$ cat src/rtl/inst_loader.sv
// Boot-time program loader: parses a length-prefixed big-endian byte stream,
// writes each assembled 32-bit word to instruction memory, and holds the core in reset until done.
module inst_loader #(
    parameter logic [31:0] BASE_ADR  = 32'h0000_0000,
    parameter int unsigned MAX_WORDS = 1024
) (
    input  logic        clk,
    input  logic        rst,
    input  logic        in_valid,
    input  logic [7:0]  in_data,
    output logic        in_ready,
    output logic        im_we,
    output logic [31:0] im_adr,
    output logic [31:0] im_wdata,
    output logic        cpu_rst,
    output logic        done,
    output logic        err,
    output logic [15:0] words_loaded
);

    typedef enum logic [2:0] {
        S_LEN_HI,
        S_LEN_LO,
        S_DATA,
        S_WRITE,
        S_DONE,
        S_ERR
    } state_t;

    localparam logic [16:0] MAX_W = 17'(MAX_WORDS);

    state_t      state_q, state_d;
    logic [15:0] nwords_q, nwords_d;
    logic [1:0]  bcnt_q, bcnt_d;
    logic [23:0] shift_q, shift_d;
    logic [15:0] words_q, words_d;
    logic [31:0] adr_q, adr_d;
    logic [31:0] wdata_q, wdata_d;
    logic [15:0] len_w;
    logic        xfer;

    always_ff @(posedge clk) begin
        if (rst) begin
            state_q  <= S_LEN_HI;
            nwords_q <= 16'd0;
            bcnt_q   <= 2'd0;
            shift_q  <= 24'd0;
            words_q  <= 16'd0;
            adr_q    <= BASE_ADR;
            wdata_q  <= 32'd0;
        end else begin
            state_q  <= state_d;
            nwords_q <= nwords_d;
            bcnt_q   <= bcnt_d;
            shift_q  <= shift_d;
            words_q  <= words_d;
            adr_q    <= adr_d;
            wdata_q  <= wdata_d;
        end
    end

    always_comb begin
        state_d  = state_q;
        nwords_d = nwords_q;
        bcnt_d   = bcnt_q;
        shift_d  = shift_q;
        words_d  = words_q;
        adr_d    = adr_q;
        wdata_d  = wdata_q;
        xfer     = in_valid && in_ready;
        len_w    = {nwords_q[15:8], in_data};

        case (state_q)
            S_LEN_HI: if (xfer) begin
                nwords_d = {in_data, 8'd0};
                state_d  = S_LEN_LO;
            end
            S_LEN_LO: if (xfer) begin
                nwords_d = len_w;
                if (len_w == 16'd0)
                    state_d = S_DONE;
                else if ({1'b0, len_w} > MAX_W)
                    state_d = S_ERR;
                else
                    state_d = S_DATA;
            end
            S_DATA: if (xfer) begin
                shift_d = {shift_q[15:0], in_data};
                bcnt_d  = bcnt_q + 2'd1;
                // Word and address are registered here so they are stable for the whole WRITE cycle.
                if (bcnt_q == 2'd3) begin
                    wdata_d = {shift_q, in_data};
                    adr_d   = BASE_ADR + {14'd0, words_q, 2'b00};
                    state_d = S_WRITE;
                end
            end
            S_WRITE: begin
                words_d = words_q + 16'd1;
                state_d = (words_q == nwords_q - 16'd1) ? S_DONE : S_DATA;
            end
            default: state_d = state_q;
        endcase
    end

    // Outputs are forced to their reset values during the rst cycle itself, not only after it.
    assign in_ready     = !rst && (state_q == S_LEN_HI || state_q == S_LEN_LO || state_q == S_DATA);
    assign im_we        = !rst && (state_q == S_WRITE);
    assign im_adr       = rst ? BASE_ADR : adr_q;
    assign im_wdata     = rst ? 32'd0 : wdata_q;
    assign cpu_rst      = rst || (state_q != S_DONE);
    assign done         = !rst && (state_q == S_DONE);
    assign err          = !rst && (state_q == S_ERR);
    assign words_loaded = rst ? 16'd0 : words_q;

endmodule

$ cat config.mk
export PLATFORM = sky130hd
export DESIGN_NAME = inst_loader
export DESIGN_NICKNAME = d
export VERILOG_FILES = /design/src/rtl/inst_loader.sv
export SDC_FILE = /design/constraint.sdc
export NUM_CORES = 1
export LEC_CHECK = 0
export CORE_MARGIN = 1
export CORE_UTILIZATION = 47
export CTS_CLUSTER_SIZE = 25
export DETAILED_ROUTE_END_ITERATION = 10
export HOLD_SLACK_MARGIN = 0.15
export PLACE_DENSITY = 0.8
export SYNTH_ARGS = -nofsm -noshare
export SYNTH_HDL_FRONTEND = slang
export SYNTH_SLANG_ARGS = --single-unit
$ cat constraint.sdc
create_clock -name clk -period 2.29 [get_ports clk]
set_input_delay 0.458 -clock clk [delete_from_list [all_inputs] [get_ports clk]]
set_output_delay 0.458 -clock clk [all_outputs]
set_load 0.05 [all_outputs]
; ---- Word-level counts from Yosys, hierarchy flattened
; Index checks and enable logic that the tools add are counted.
[word_totals]
regBits = 109
inputBits = 11
output_inout_bits = 85
elab_cells = 57
[classes]
n_addsub = 3
n_lt_le_gt_ge = 1
eq_ne = 12
mux = 14
bitwise = 1
reduce_logical = 18
[op_table]
columns = op, count
row1 = 16-bit two-way mux, 2
row2 = 32-bit two-way mux, 1
row3 = 16-bit one-hot mux with 2 select lines, 1
row4 = 3-bit two-way mux, 7
row5 = 18-bit two-way mux, 1
row6 = 16-bit by 1-bit adder with 16-bit output (second input constant), 1
row7 = 16-bit == test, 1
row8 = 16-bit by 11-bit > comparator with 1-bit output (second input constant), 1
row9 = 16-bit zero test, 1
row10 = 16-bit by 1-bit subtractor with 16-bit output (second input constant), 1
row11 = 3-bit one-hot mux with 4 select lines, 1
row12 = 3-bit AND reduction, 3
row13 = 8-bit two-way mux, 1
row14 = 2-bit inequality test (second input constant), 4
row15 = 3-bit by 2-bit == test with 1-bit output (second input constant), 2
row16 = 3-bit == test (second input constant), 2
row17 = 1-bit logical AND, 5
row18 = 5-bit AND reduction, 1
row19 = 4-bit nonzero test, 1
row20 = 3-bit by 1-bit == test with 1-bit output (second input constant), 1
row21 = 3-bit zero test, 1
row22 = 1-bit logical OR, 3
row23 = 3-bit inequality test (second input constant), 1
row24 = 2-bit by 1-bit adder with 2-bit output (second input constant), 1
row25 = other kinds (5), 5

; ---- Logic depth before layout (Yosys ltp)
[logic_depth]
word_depth = 7
depth_mapped = 9
depth_no_buf = 8

; ---- Least setup slack after synthesis
; No wires, ideal clock.
[synth_timing]
path_kind = input-to-reg
from = in rst
to = reg state_q[0]
setup_ps = 135
arrival_time_ps = 2343
t_required_ps = 2155
slack_ps = -188
stages = 5
path_buffers = 0
path_cell_list = a211oi_1 > and3_1 > nand3_1 > a221oi_1 > a211oi_1
[synth_between]
elab_chain_len = 5
word_cells_on_any_way = 7
classes_between = 3 x eq/ne / 4 x reduce/logical
[synth_rtl]
columns = item, line
row1 = "start, declared", 8  ; input logic rst,
row2 = 1-bit zero test, 106  ; assign in_ready = !rst && (state_q == S_LEN_HI || state_q == S_LEN_LO || state_q == S_DATA);
row3 = 1-bit logical AND, 106
row4 = 1-bit logical AND, 70  ; xfer = in_valid && in_ready;
row5 = 2-bit inequality test (no line), n/a
row6 = 5-bit AND reduction (no line), n/a
row7 = "end signal, assigned", 52  ; state_q <= state_d;
row8 = "end, declared", 32  ; state_t state_q, state_d;
; Several ways; a longest one is shown, not always the timed one.
; A chain may end at the register's enable or synchronous reset.

; ---- Worst setup path after layout
[layout_timing]
from = reg nwords_q[0]
to = reg state_q[2]
[layout_between]
elab_chain_len = 4
[layout_rtl]
columns = item, line
row1 = "start, declared", 33  ; logic [15:0] nwords_q, nwords_d;
row2 = "start signal, assigned", 53  ; nwords_q <= nwords_d;
row3 = 16-bit by 1-bit subtractor with 16-bit output, 99  ; state_d = (words_q == nwords_q - 16'd1) ? S_DONE : S_DATA;
row4 = 16-bit == test, 99
row5 = 3-bit two-way mux, 99
row6 = 3-bit one-hot mux with 4 select lines, 73  ; case (state_q)
; No other way between the ends.

==> metrics.md <==
| Metric | Value |
|---|---|
| # diodes | `0` |
| EDFF count, synth | `0` |
| Post-DP HPWL | `around 9500 microns` |
| Skew final | `15.8 ps` |
| Crit path from | `nwords_q[0]` |
| Tmin final | `between 2000 and 2500 ps` |
| Synthesized flop and latch total | `~110` |
| Initial Util | `49.3%` |
| Gp weighted congestion | `around 0.84` |
| Critical Path RT | `~2600 ps` |
| Syn Area/Cell | `between 8 and 9 sq um` |
| Hold Path Origin | `shift_q[22]` |
| Filler instances | `796` |
| Die area | `11400 sq um` |
| WS Path Type | `flip-flop to flip-flop` |
| Async SR Flop Fraction | `0%` |
| Gate Count Post-Synth | `585` |
| Buffers & Inverters on Critical Path | `0` |
| FF-to-FF setup slack | `90 ps` |
| Peak VDD IR | `0.422 mV` |
| Synthesis-to-finish area growth | `38.0%` |
| Worst slew pin tran | `approximately 500 ps` |
| CTS tree | `yes` |
| Delay-heaviest family, CP | `compound AO/OA/AOI/OAI gates` |
| Vias per cell | `about 5.4` |
| First-pass GRT wire length | `roughly 21000 microns` |
| Detailed Route Iter0 Violations | `about 340` |
| CTS H-tree depth | `3` |
| RSZ-0062 raised after global routing | `false` |
| Synth cell types | `54` |
| CP max-delay cell | `or4_4` |
| Vias | `approximately 4400` |
| Ports | `96` |
| Reg-to-reg endpoint | `state_q[2]` |
| Max-slew violations | `0` |
| CP endpoint kind | `flip-flop` |
| Number of cell rows | `37` |
| FF-to-FF path depth | `6` |
| Cell Area, Synth | `between 5000 and 6000 sq um` |
| Routed wire per std cell | `about 16 microns` |
| Layout cells sized above 1 | `28.0%` |
| Final-report setup violation count | `0` |
| Clk buf depth | `2` |
| Status | `finished clean` |
| Final ANT Viol Nets | `0` |
| Drt first pass iters | `5` |
| Count of hold-fix buffers inserted at cts | `0` |
| Drt total wl | `roughly 13000 microns` |
| Sequential Area | `roughly 2200 sq um` |
| WP depth | `6` |
| CP cell instances | `or4_4 -> o21a_1 -> o311ai_4 -> a21oi_2 -> a2111oi_4 -> a31o_1` |
| DRC viols | `0` |
| Final Cycle Share | `96.1%` |
| Max-cap viol count | `0` |
| Final core utilization | `about two thirds` |
| Root Driver | `clkbuf_8` |
| Ys flop type | `dfxtp_1` |
| LEAKAGE | `0.00282 uW` |
| Reg-to-reg startpoint | `nwords_q[0]` |
| Slew Limit Headroom | `66.5%` |
| Multi-input gate area | `2800 sq um` |
| Register area share after synthesis | `about 42%` |
| Pin count of the biggest net entering global routing | `60` |
| Setup TNS | `0 ps` |
| Worst Hold Class | `flip-flop to flip-flop` |
| IO buf count | `79` |
| Dpl ws | `-455 ps` |
| All-layer global routing usage | `about a quarter` |
| Last element of the critical path | `state_q[2]` |
| Total congestion overflow | `0` |
| CTS Buf Count | `9` |
| Vias in the first global route | `4459` |
| CP Max Fanout | `5` |
| Yosys warnings | `0` |
| Fmax | `around 0.45 GHz` |
| CP arrival | `about 2500 ps` |
| Clock latency on the worst-skew pair | `between 300 and 400 ps` |
| Core Area | `approximately 10000 sq um` |
| Die Y | `roughly 110 microns` |
| Fin. Hold Viols | `0` |
| Crit path launch type | `flip-flop` |
| Clock-pin slew on the worst setup and hold paths | `~120 ps` |
| Pwr/cell area | `503 nW/um^2` |
| Crit path largest cell delay | `about 560 ps` |
| Clock Sinks | `around 110` |
| Layout Nets | `a little under 700` |
| Initial antenna violation count | `0` |
| Die W | `roughly 110 microns` |
| Final setup margin | `90.3 ps` |
[worst register-to-register path, stage by stage, from the launching register on]
cell,delay (ps)
dfxtp_4,380
or4_4,560
o21a_1,220
o311ai_4,260
a21oi_2,120
a2111oi_4,430
a31o_1,190
[power by group]
part / switching (uW) / internal, uW
clock: 752 / 448
sequential: 27.9 / 1910
combinational: 277 / 163
total: 1060 / 2520
[worst min path at each step]
stage                  end  depth (start not counted)
2_1_floorplan  shift_q[16]                          2
3_3_place_gp   shift_q[22]                          2
3_5_place_dp   shift_q[22]                          2
4_1_cts        nwords_q[6]                          2
5_1_grt        nwords_q[6]                          2
6_report       shift_q[22]                          2
[repair_timing]
action / 4_1_cts / 5_1_grt
setup buffers: 5 / 0
gates resized for setup: 4 / 16
pin swaps: 2 / 9
endpoints found under the setup margin: 2 / 3
[final cells by class]
type                       instances  share of cell area [%]
timing repair buffer             115                    24.2
sequential                       109                    30.7
clock inverter                     7                    1.32
clock buffer                       9                    1.74
multi-input combinational        431                    39.4
inverter                           5                   0.264
tap                              136                    2.39
[cell usage after synthesis (2+ instances only)]
| cell type | n | area, sq um |
|---|---|---|
| a211oi_1 | 4 | 30.0 |
| a21oi_1 | 49 | 245 |
| and2_1 | 2 | 12.5 |
| and3_1 | 7 | 43.8 |
| and4_1 | 2 | 17.5 |
| buf_1 | 7 | 26.3 |
| buf_2 | 7 | 35.0 |
| buf_4 | 16 | 120 |
| clkbuf_1 | 23 | 86.3 |
| dfxtp_1 | 109 | 2180 |
| ha_1 | 3 | 37.5 |
| inv_1 | 5 | 18.8 |
| mux2_2 | 48 | 541 |
| nand2_1 | 77 | 289 |
| nand2b_1 | 4 | 25.0 |
| nand3_1 | 21 | 105 |
| nand3b_1 | 2 | 15.0 |
| nand4_1 | 7 | 43.8 |
| nor2_1 | 33 | 124 |
| nor2b_1 | 66 | 413 |
| nor3_1 | 7 | 35.0 |
| nor4_1 | 4 | 25.0 |
| nor4_2 | 3 | 37.5 |
| o211ai_1 | 2 | 15.0 |
| o21ai_0 | 14 | 70.1 |
| or4_1 | 3 | 22.5 |
| xnor2_1 | 16 | 140 |
| xor2_1 | 18 | 158 |
[sequential cells by signal (all words and copies together), names as in the netlist]
signal and flops:
bcnt_q 2, wdata_q 32, nwords_q 16, adr_q 16, state_q 3, shift_q 24
words_q 16
[cell usage in the layout, fill, tap and decap left out, types with 2 or more instances in the layout]
master          netlist  final
dfxtp_1             109    108
nand2_1              77     77
nor2b_1              66     66
buf_12                0     65
mux2_2               48     48
a21oi_1              49     48
buf_4                16     41
nor2_1               33     33
nand3_1              21     21
xor2_1               18     18
xnor2_1              16     16
conb_1                1     16
o21ai_0              14     14
clkbuf_8              0      9
dlymetal6s2s_1        0      8
and3_1                7      7
nor3_1                7      7
nand4_1               7      7
inv_1                 5      5
nand2b_1              4      4
nor4_1                4      4
clkinv_8              0      4
or4_4                 1      3
a211oi_1              4      3
nor4_2                3      3
ha_1                  3      3
a211oi_2              1      2
nand3b_1              2      2
o211ai_1              2      2
and4_1                2      2
inv_6                 0      2
[metrics by stage]
| stage | instance area [sq um] | power (uW) | hold slack, ps | cells |
|---|---|---|---|---|
| finish | 7110 | 3580 | 462 | 812 |
| CTS | 7040 | 3580 | 450 | 812 |
| detailed placement | 6770 | 2380 | 447 | 791 |
| floorplan | 5220 | 2270 | 433 | 600 |
| global route | 7110 | 3710 | 460 | 812 |
| global placement | 6770 | 2370 | 443 | 791 |
[logic make-up after synthesis]
family	count (synthesis)	synth area share [%]
simple gates	245	24.7
compound gates	85	10.1
mux	48	10.5
flops	109	42.3
other cells	1	0.0727
fa+ha+maj	3	0.728
xor+xnor	34	5.78
buf+inv	60	5.87
[metal layers]
| metal | routed length (microns) | part of all wire (%) | global-route usage, % | vias up |
|---|---|---|---|---|
| met1 | 5040 | 38 | 25.5 | 2105 |
| li1 | - | - | - | 2127 |
| met5 | 0 | 0 | 0 | - |
| met2 | 7010 | 53 | 44.1 | 159 |
| met4 | 281 | 2.1 | 7.63 | 0 |
| met3 | 905 | 6.8 | 7.05 | 25 |
(Power assumes the default switching activity.)
